--- src/rtl/sparce_skip_ctrl.sv ---
// Sparsity-skip sequencer: SASA table + zero-map; a PC hit with zero sources pulses skipping/sparce_target one cycle later, then holds.
// No backpressure; SPARCE_OR_COND_EN enables the per-entry OR condition (AND-only when undefined).
module sparce_skip_ctrl #(
    parameter int          SASA_ENTRIES = 4,
    parameter logic [31:0] SASA_BASE    = 32'h0000_2000,
    parameter int          HOLD_TIMEOUT = 16
) (
    input  logic        CLK,
    input  logic        nRST,
    input  logic [31:0] pc,
    input  logic        wb_en,
    input  logic [4:0]  rd,
    input  logic [31:0] wb_data,
    input  logic        sasa_wen,
    input  logic [31:0] sasa_addr,
    input  logic [31:0] sasa_data,
    output logic        skipping,
    output logic [31:0] sparce_target
);

    localparam int IDX_W = (SASA_ENTRIES > 1) ? $clog2(SASA_ENTRIES) : 1;
    localparam int CNT_W = $clog2(HOLD_TIMEOUT + 1);

    localparam logic [1:0] ST_IDLE = 2'd0;
    localparam logic [1:0] ST_SKIP = 2'd1;
    localparam logic [1:0] ST_HOLD = 2'd2;

    typedef struct packed {
        logic        valid;
        logic [4:0]  rs1;
        logic [4:0]  rs2;
`ifdef SPARCE_OR_COND_EN
        logic        cond;
`endif
        logic [11:0] skip_len;
        logic [31:0] trig_pc;
    } sasa_ent_t;

    sasa_ent_t        tbl_q [SASA_ENTRIES];
    sasa_ent_t        tbl_d [SASA_ENTRIES];
    logic [31:0]      zmap_q, zmap_d;
    logic [1:0]       state_q, state_d;
    logic [CNT_W-1:0] cnt_q, cnt_d;
    logic [31:0]      target_q, target_d;
    logic [31:0]      trig_pc_q, trig_pc_d;

    logic             win_hit;
    logic             hit;
    logic             hit_cond;
    logic [11:0]      hit_len;
    logic             z1, z2;
    logic             unused_bits;

    always_comb begin
        tbl_d   = tbl_q;
        win_hit = sasa_wen && (sasa_addr[31:8] == SASA_BASE[31:8]);
        for (int i = 0; i < SASA_ENTRIES; i++) begin
            // Upper index bits are dropped, so out-of-range indices alias.
            if (win_hit && (SASA_ENTRIES == 1 || sasa_addr[3 +: IDX_W] == IDX_W'(i))) begin
                if (sasa_addr[2]) begin
                    tbl_d[i].valid    = sasa_data[31];
                    tbl_d[i].rs1      = sasa_data[30:26];
                    tbl_d[i].rs2      = sasa_data[25:21];
`ifdef SPARCE_OR_COND_EN
                    tbl_d[i].cond     = sasa_data[20];
`endif
                    tbl_d[i].skip_len = sasa_data[11:0];
                end else begin
                    tbl_d[i].trig_pc  = {sasa_data[31:2], 2'b00};
                end
            end
        end
    end

    // The next-state zero-map doubles as the forwarded view for lookup.
    always_comb begin
        zmap_d = zmap_q;
        if (wb_en && rd != 5'd0) begin
            zmap_d[rd] = (wb_data == 32'd0);
        end
        zmap_d[0] = 1'b1;
    end

    // Descending scan so the lowest matching index is the one left selected.
    always_comb begin
        hit      = 1'b0;
        hit_cond = 1'b0;
        hit_len  = '0;
        z1       = 1'b0;
        z2       = 1'b0;
        for (int i = SASA_ENTRIES - 1; i >= 0; i--) begin
            if (tbl_q[i].valid && tbl_q[i].trig_pc == pc) begin
                z1      = zmap_d[tbl_q[i].rs1];
                z2      = zmap_d[tbl_q[i].rs2];
                hit     = 1'b1;
                hit_len = tbl_q[i].skip_len;
`ifdef SPARCE_OR_COND_EN
                hit_cond = tbl_q[i].cond ? (z1 | z2) : (z1 & z2);
`else
                hit_cond = z1 & z2;
`endif
            end
        end
    end

    always_comb begin
        state_d   = state_q;
        cnt_d     = cnt_q;
        target_d  = target_q;
        trig_pc_d = trig_pc_q;
        case (state_q)
            ST_IDLE: begin
                if (hit && hit_cond) begin
                    state_d   = ST_SKIP;
                    target_d  = pc + 32'd4 + {18'd0, hit_len, 2'b00};
                    trig_pc_d = pc;
                    cnt_d     = '0;
                end
            end
            ST_SKIP: begin
                state_d = ST_HOLD;
                cnt_d   = '0;
            end
            ST_HOLD: begin
                if (pc == target_q || cnt_q == CNT_W'(HOLD_TIMEOUT - 1)) begin
                    state_d = ST_IDLE;
                    cnt_d   = '0;
                end else begin
                    cnt_d = cnt_q + 1'b1;
                end
            end
            default: begin
                state_d = ST_IDLE;
                cnt_d   = '0;
            end
        endcase
    end

    always_ff @(posedge CLK) begin
        if (!nRST) begin
            for (int i = 0; i < SASA_ENTRIES; i++) begin
                tbl_q[i] <= '0;
            end
            zmap_q    <= 32'h0000_0001;
            state_q   <= ST_IDLE;
            cnt_q     <= '0;
            target_q  <= '0;
            trig_pc_q <= '0;
        end else begin
            tbl_q     <= tbl_d;
            zmap_q    <= zmap_d;
            state_q   <= state_d;
            cnt_q     <= cnt_d;
            target_q  <= target_d;
            trig_pc_q <= trig_pc_d;
        end
    end

    assign skipping      = (state_q == ST_SKIP);
    assign sparce_target = target_q;

    assign unused_bits = ^{sasa_addr[7:0], sasa_data[20:12], trig_pc_q};

endmodule

--- config.mk ---
export PLATFORM = sky130hd
export DESIGN_NAME = sparce_skip_ctrl
export DESIGN_NICKNAME = d
export VERILOG_FILES = /design/src/rtl/sparce_skip_ctrl.sv
export SDC_FILE = /design/constraint.sdc
export NUM_CORES = 1
export LEC_CHECK = 0
export ABC_AREA = 1
export BUFFER_PORTS_ARGS = -buffer_cell sky130_fd_sc_hd__buf_2
export CAP_MARGIN = 10
export CORE_ASPECT_RATIO = 1.5
export CORE_UTILIZATION = 45
export CTS_CLUSTER_DIAMETER = 50
export CTS_CLUSTER_SIZE = 40
export DETAILED_ROUTE_END_ITERATION = 10
export HOLD_SLACK_MARGIN = 0.02
export PLACE_DENSITY = 0.66
export SYNTH_ARGS = -nofsm -noshare
export SYNTH_HDL_FRONTEND = slang
export SYNTH_SLANG_ARGS = --single-unit
--- constraint.sdc ---
create_clock -name CLK -period 4.2 [get_ports CLK]
set_clock_uncertainty 0.1 [all_clocks]
set_input_delay 0 -clock CLK [delete_from_list [all_inputs] [get_ports CLK]]
set_output_delay 0 -clock CLK [all_outputs]
set_load 0.01 [all_outputs]
==> results.json <==
{
  "drv_cap": 0,
  "synth_flop_cell": "dfxtp_1",
  "setup_violations": 19,
  "critPathKind": "register to register",
  "period_needed_ps": 4556,
  "synth-edff-count": 0,
  "tightest_slew_ps": 1066,
  "rows": 86,
  "grt_pass1_vias": 19608,
  "fp.dieArea_mm2": 0.03828,
  "synthAdderAreaFrac": 0.02047,
  "core_area_mm2": 0.03680,
  "diodes": 0,
  "avgSynthCellArea_um2": 6.434,
  "crit_arrival_ps": 4950,
  "synthDominantCellAreaShare": 0.3346,
  "synth_top_family_by_area": "simple AND/OR/NAND/NOR gates",
  "synthCells": 2622,
  "clkLatencyLatePin_ps": 610,
  "dp_hpwl_mm": 60.26,
  "synth_area_mm2": 0.01687,
  "place_ws_ps": -584.3,
  "dr.pass1.iters": 6,
  "num-fill-cells": 3475,
  "track_usage": 0.4141,
  "finalMaxSlewViolations": 0,
  "cts_buffers": 29,
  "final_util": 0.6209,
  "drive_above_1_share": 0.2277,
  "post_drt_wl_per_cell_um": 22.70,
  "synth_mux_area_frac": 0.0008158,
  "fin_ws_ps": -355.8,
  "final-hold-violation-count": 0,
  "fmax_mhz": 219.5,
  "final-instance-count-excl-fill": 3580,
  "cp_max_fo": 12,
  "cp_data_required_time_ps": 4590,
  "rsz0062_at_grt": "yes",
  "io-pin-count": 170,
  "path_clk_slew_ps": 80,
  "routed_wl_mm": 81.28,
  "final_nets": 3237,
  "end_kind": "register",
  "synthSimpleGateAreaFrac": 0.3010,
  "violations": "negative setup slack",
  "areaGrowthSynthToFinish_pct": 35.44,
  "gr-total-overflow": 0,
  "min_path_type": "input pin to register",
  "status": "finished with violations",
  "async_flop_share": 0,
  "fp.dieW_um": 160.1,
  "cts_sinks": 282,
  "yosysTopAreaCell": "dfxtp_1",
  "synth_compound_area_frac": 0.1972,
  "leakage_nw": 9.994,
  "antenna_found_initial": 0,
  "slew_headroom": 0.2751,
  "place_congestion": 1.048,
  "synthTopCellsByArea": "dfxtp_1, nand2_1, a21oi_1",
  "cts_tree": "built",
  "viasPerCell": 5.686,
  "num_vias": 20357,
  "drtIter0Drc": 1885,
  "critPathLaunchType": "register",
  "ant_nets": 0,
  "htree_levels": 1,
  "fp.dieH_um": 239.1,
  "power_mw": 6.322,
  "synth-seq-cells": 282,
  "fin_crit_sh": 1.085,
  "syn-num-nets": 2786,
  "grt_pass1_wl_mm": 118.1,
  "clock_tree.buffer_depth": 3,
  "start_util": 0.4584,
  "cts_root_buffer": "clkbuf_16",
  "post-route-drc-count": 0,
  "synth_xor_area_frac": 0.04673,
  "synth-seq-area-share": 0.3346,
  "ys_types": 51,
  "port_buffers": 164,
  "dp_cells": 3418,
  "vdd_drop_max_uv": 334.8,
  "p_per_area_mw_per_mm2": 276.7,
  "grt_max_degree": 122,
  "yosys_warnings": 0
}
==> synthesized netlist by cell type, drive strengths merged (3+ instances only) <==
master	count
ha	26
clkinv	6
nor2	272
nor3	20
nor3b	3
xnor2	48
or2	33
xor2	42
o2111ai	8
buf	14
o22ai	14
a21oi	283
clkbuf	119
nand4	59
o211ai	21
o21ai	261
a21boi	13
nand2	533
inv	296
nand3b	4
nor4	34
a211oi	14
nand3	203
dfxtp	282
==> registers in the layout, summed over array words and instances, names as in the netlist <==
register / count
zmap_q: 31
cnt_q: 5
tbl_q: 212
state_q: 2
sparce_target: 32
==> timing repair <==
| action | 4_1_cts | 5_1_grt |
|---|---|---|
| cloned | 1 | 1 |
| endpoints found under the hold margin | 240 | 0 |
| gates resized for setup | 77 | 89 |
| hold buffers | 70 | 0 |
| setup buffers | 25 | 18 |
| setup endpoints to repair | 19 | 23 |
| pin swaps | 46 | 57 |
==> cells by family after synthesis <==
logic type               count (synthesis)
AO/OA/AOI/OAI                          619
buffers and inverters                  435
multiplexers                             1
AND/OR/NAND/NOR                       1168
XOR/XNOR                                90
flip-flops                             282
adder cells (fa/ha/maj)                 27
==> cells in the final DEF (no fill, tap or decap), types with 9 or more instances in the layout <==
master | netlist | final
nor2_2 | 3 | 9
ha_1 | 26 | 13
nand3_1 | 200 | 190
buf_2 | 9 | 163
buf_6 | 3 | 19
o211ai_1 | 21 | 21
dlygate4sd3_1 | 0 | 69
nor3_1 | 20 | 14
nor2_1 | 268 | 255
o22ai_1 | 14 | 9
nand3_2 | 3 | 10
o21ai_0 | 242 | 226
or2_2 | 24 | 24
o21ai_1 | 15 | 20
dfxtp_1 | 282 | 274
a21boi_2 | 9 | 10
inv_2 | 4 | 12
xor2_1 | 42 | 33
ha_4 | 0 | 12
a211oi_1 | 14 | 14
xnor2_1 | 48 | 48
clkbuf_16 | 0 | 30
inv_1 | 292 | 283
nand2_1 | 530 | 517
o21ai_2 | 4 | 14
nand2_2 | 2 | 12
nand4_1 | 58 | 58
a21oi_1 | 283 | 277
or2_1 | 9 | 9
nor4_1 | 34 | 28
buf_4 | 1 | 290
==> through the flow <==
stage          hold WS (ps)  setup TNS (ps)  instance area, um^2
3_3_place_gp          209.0           -6575                20010
3_5_place_dp          218.7           -7950                20010
2_1_floorplan         34.90               0                16880
6_report              101.5           -3940                22850
5_1_grt               141.8           -7997                22850
4_1_cts               86.68           -2144                22290
==> layer usage <==
metal,up-vias,track usage,share of wire
met5,-,0,0
met4,0,0.3902,0.11
met3,347,0.05187,0.063
met2,987,0.7271,0.49
met1,9443,0.4262,0.34
li1,9580,-,-
==> layout make-up <==
cell class / instances / area [um^2] / area share
flip-flops and latches: 282 / 5655 / 0.2475
clock buffers: 31 / 733.2 / 0.03209
clock inverters: 23 / 325.3 / 0.01424
multi-input cells: 1905 / 10240 / 0.4480
well taps: 484 / 605.6 / 0.02650
repair buffers: 553 / 4153 / 0.1817
inverters: 302 / 1141 / 0.04994
==> worst max-delay path, cell delays in order, from the launching register on <==
cell and delay [ps]:
dfxtp_2 370, inv_1 60, nand2_1 100, buf_12 120, nand4_1 80, or2_2 290
nor4_2 270, nand2_1 170, buf_6 200, o21ai_2 60, o22ai_1 90, ha_1 340
buf_6 130, ha_4 260, nand3_4 90, nand3_4 90, a21oi_4 60, o21ai_2 170
a21boi_2 90, o21ai_2 240, a21boi_4 140, inv_2 110, nand2_4 60, nor4_4 300
xor2_1 180, nand3_1 90, nand2_1 100, nor2_1 50
==> path summary, 6_finish.rpt <==
kind / start / to / slack (ps) / cells past startpoint
hold / removal: sasa_wen / tbl_q[52] / 100 / 6
setup reg to reg: tbl_q[177] / sparce_target[28] / -360 / 27
hold reg to reg: cnt_q[4] / cnt_q[4] / 390 / 2
setup / recovery: tbl_q[177] / sparce_target[28] / -360 / 27
==> power by group <==
part | switching, mW | leakage (nW) | total (mW) | internal (mW)
Sequential | 0.00115 | 2.27 | 2.68 | 2.67
Combinational | 0.454 | 7.21 | 0.742 | 0.288
Clock | 1.45 | 0.514 | 2.90 | 1.46
Total | 1.90 | 9.99 | 6.32 | 4.42
No activity file was read; power rests on OpenSTA's default activity.
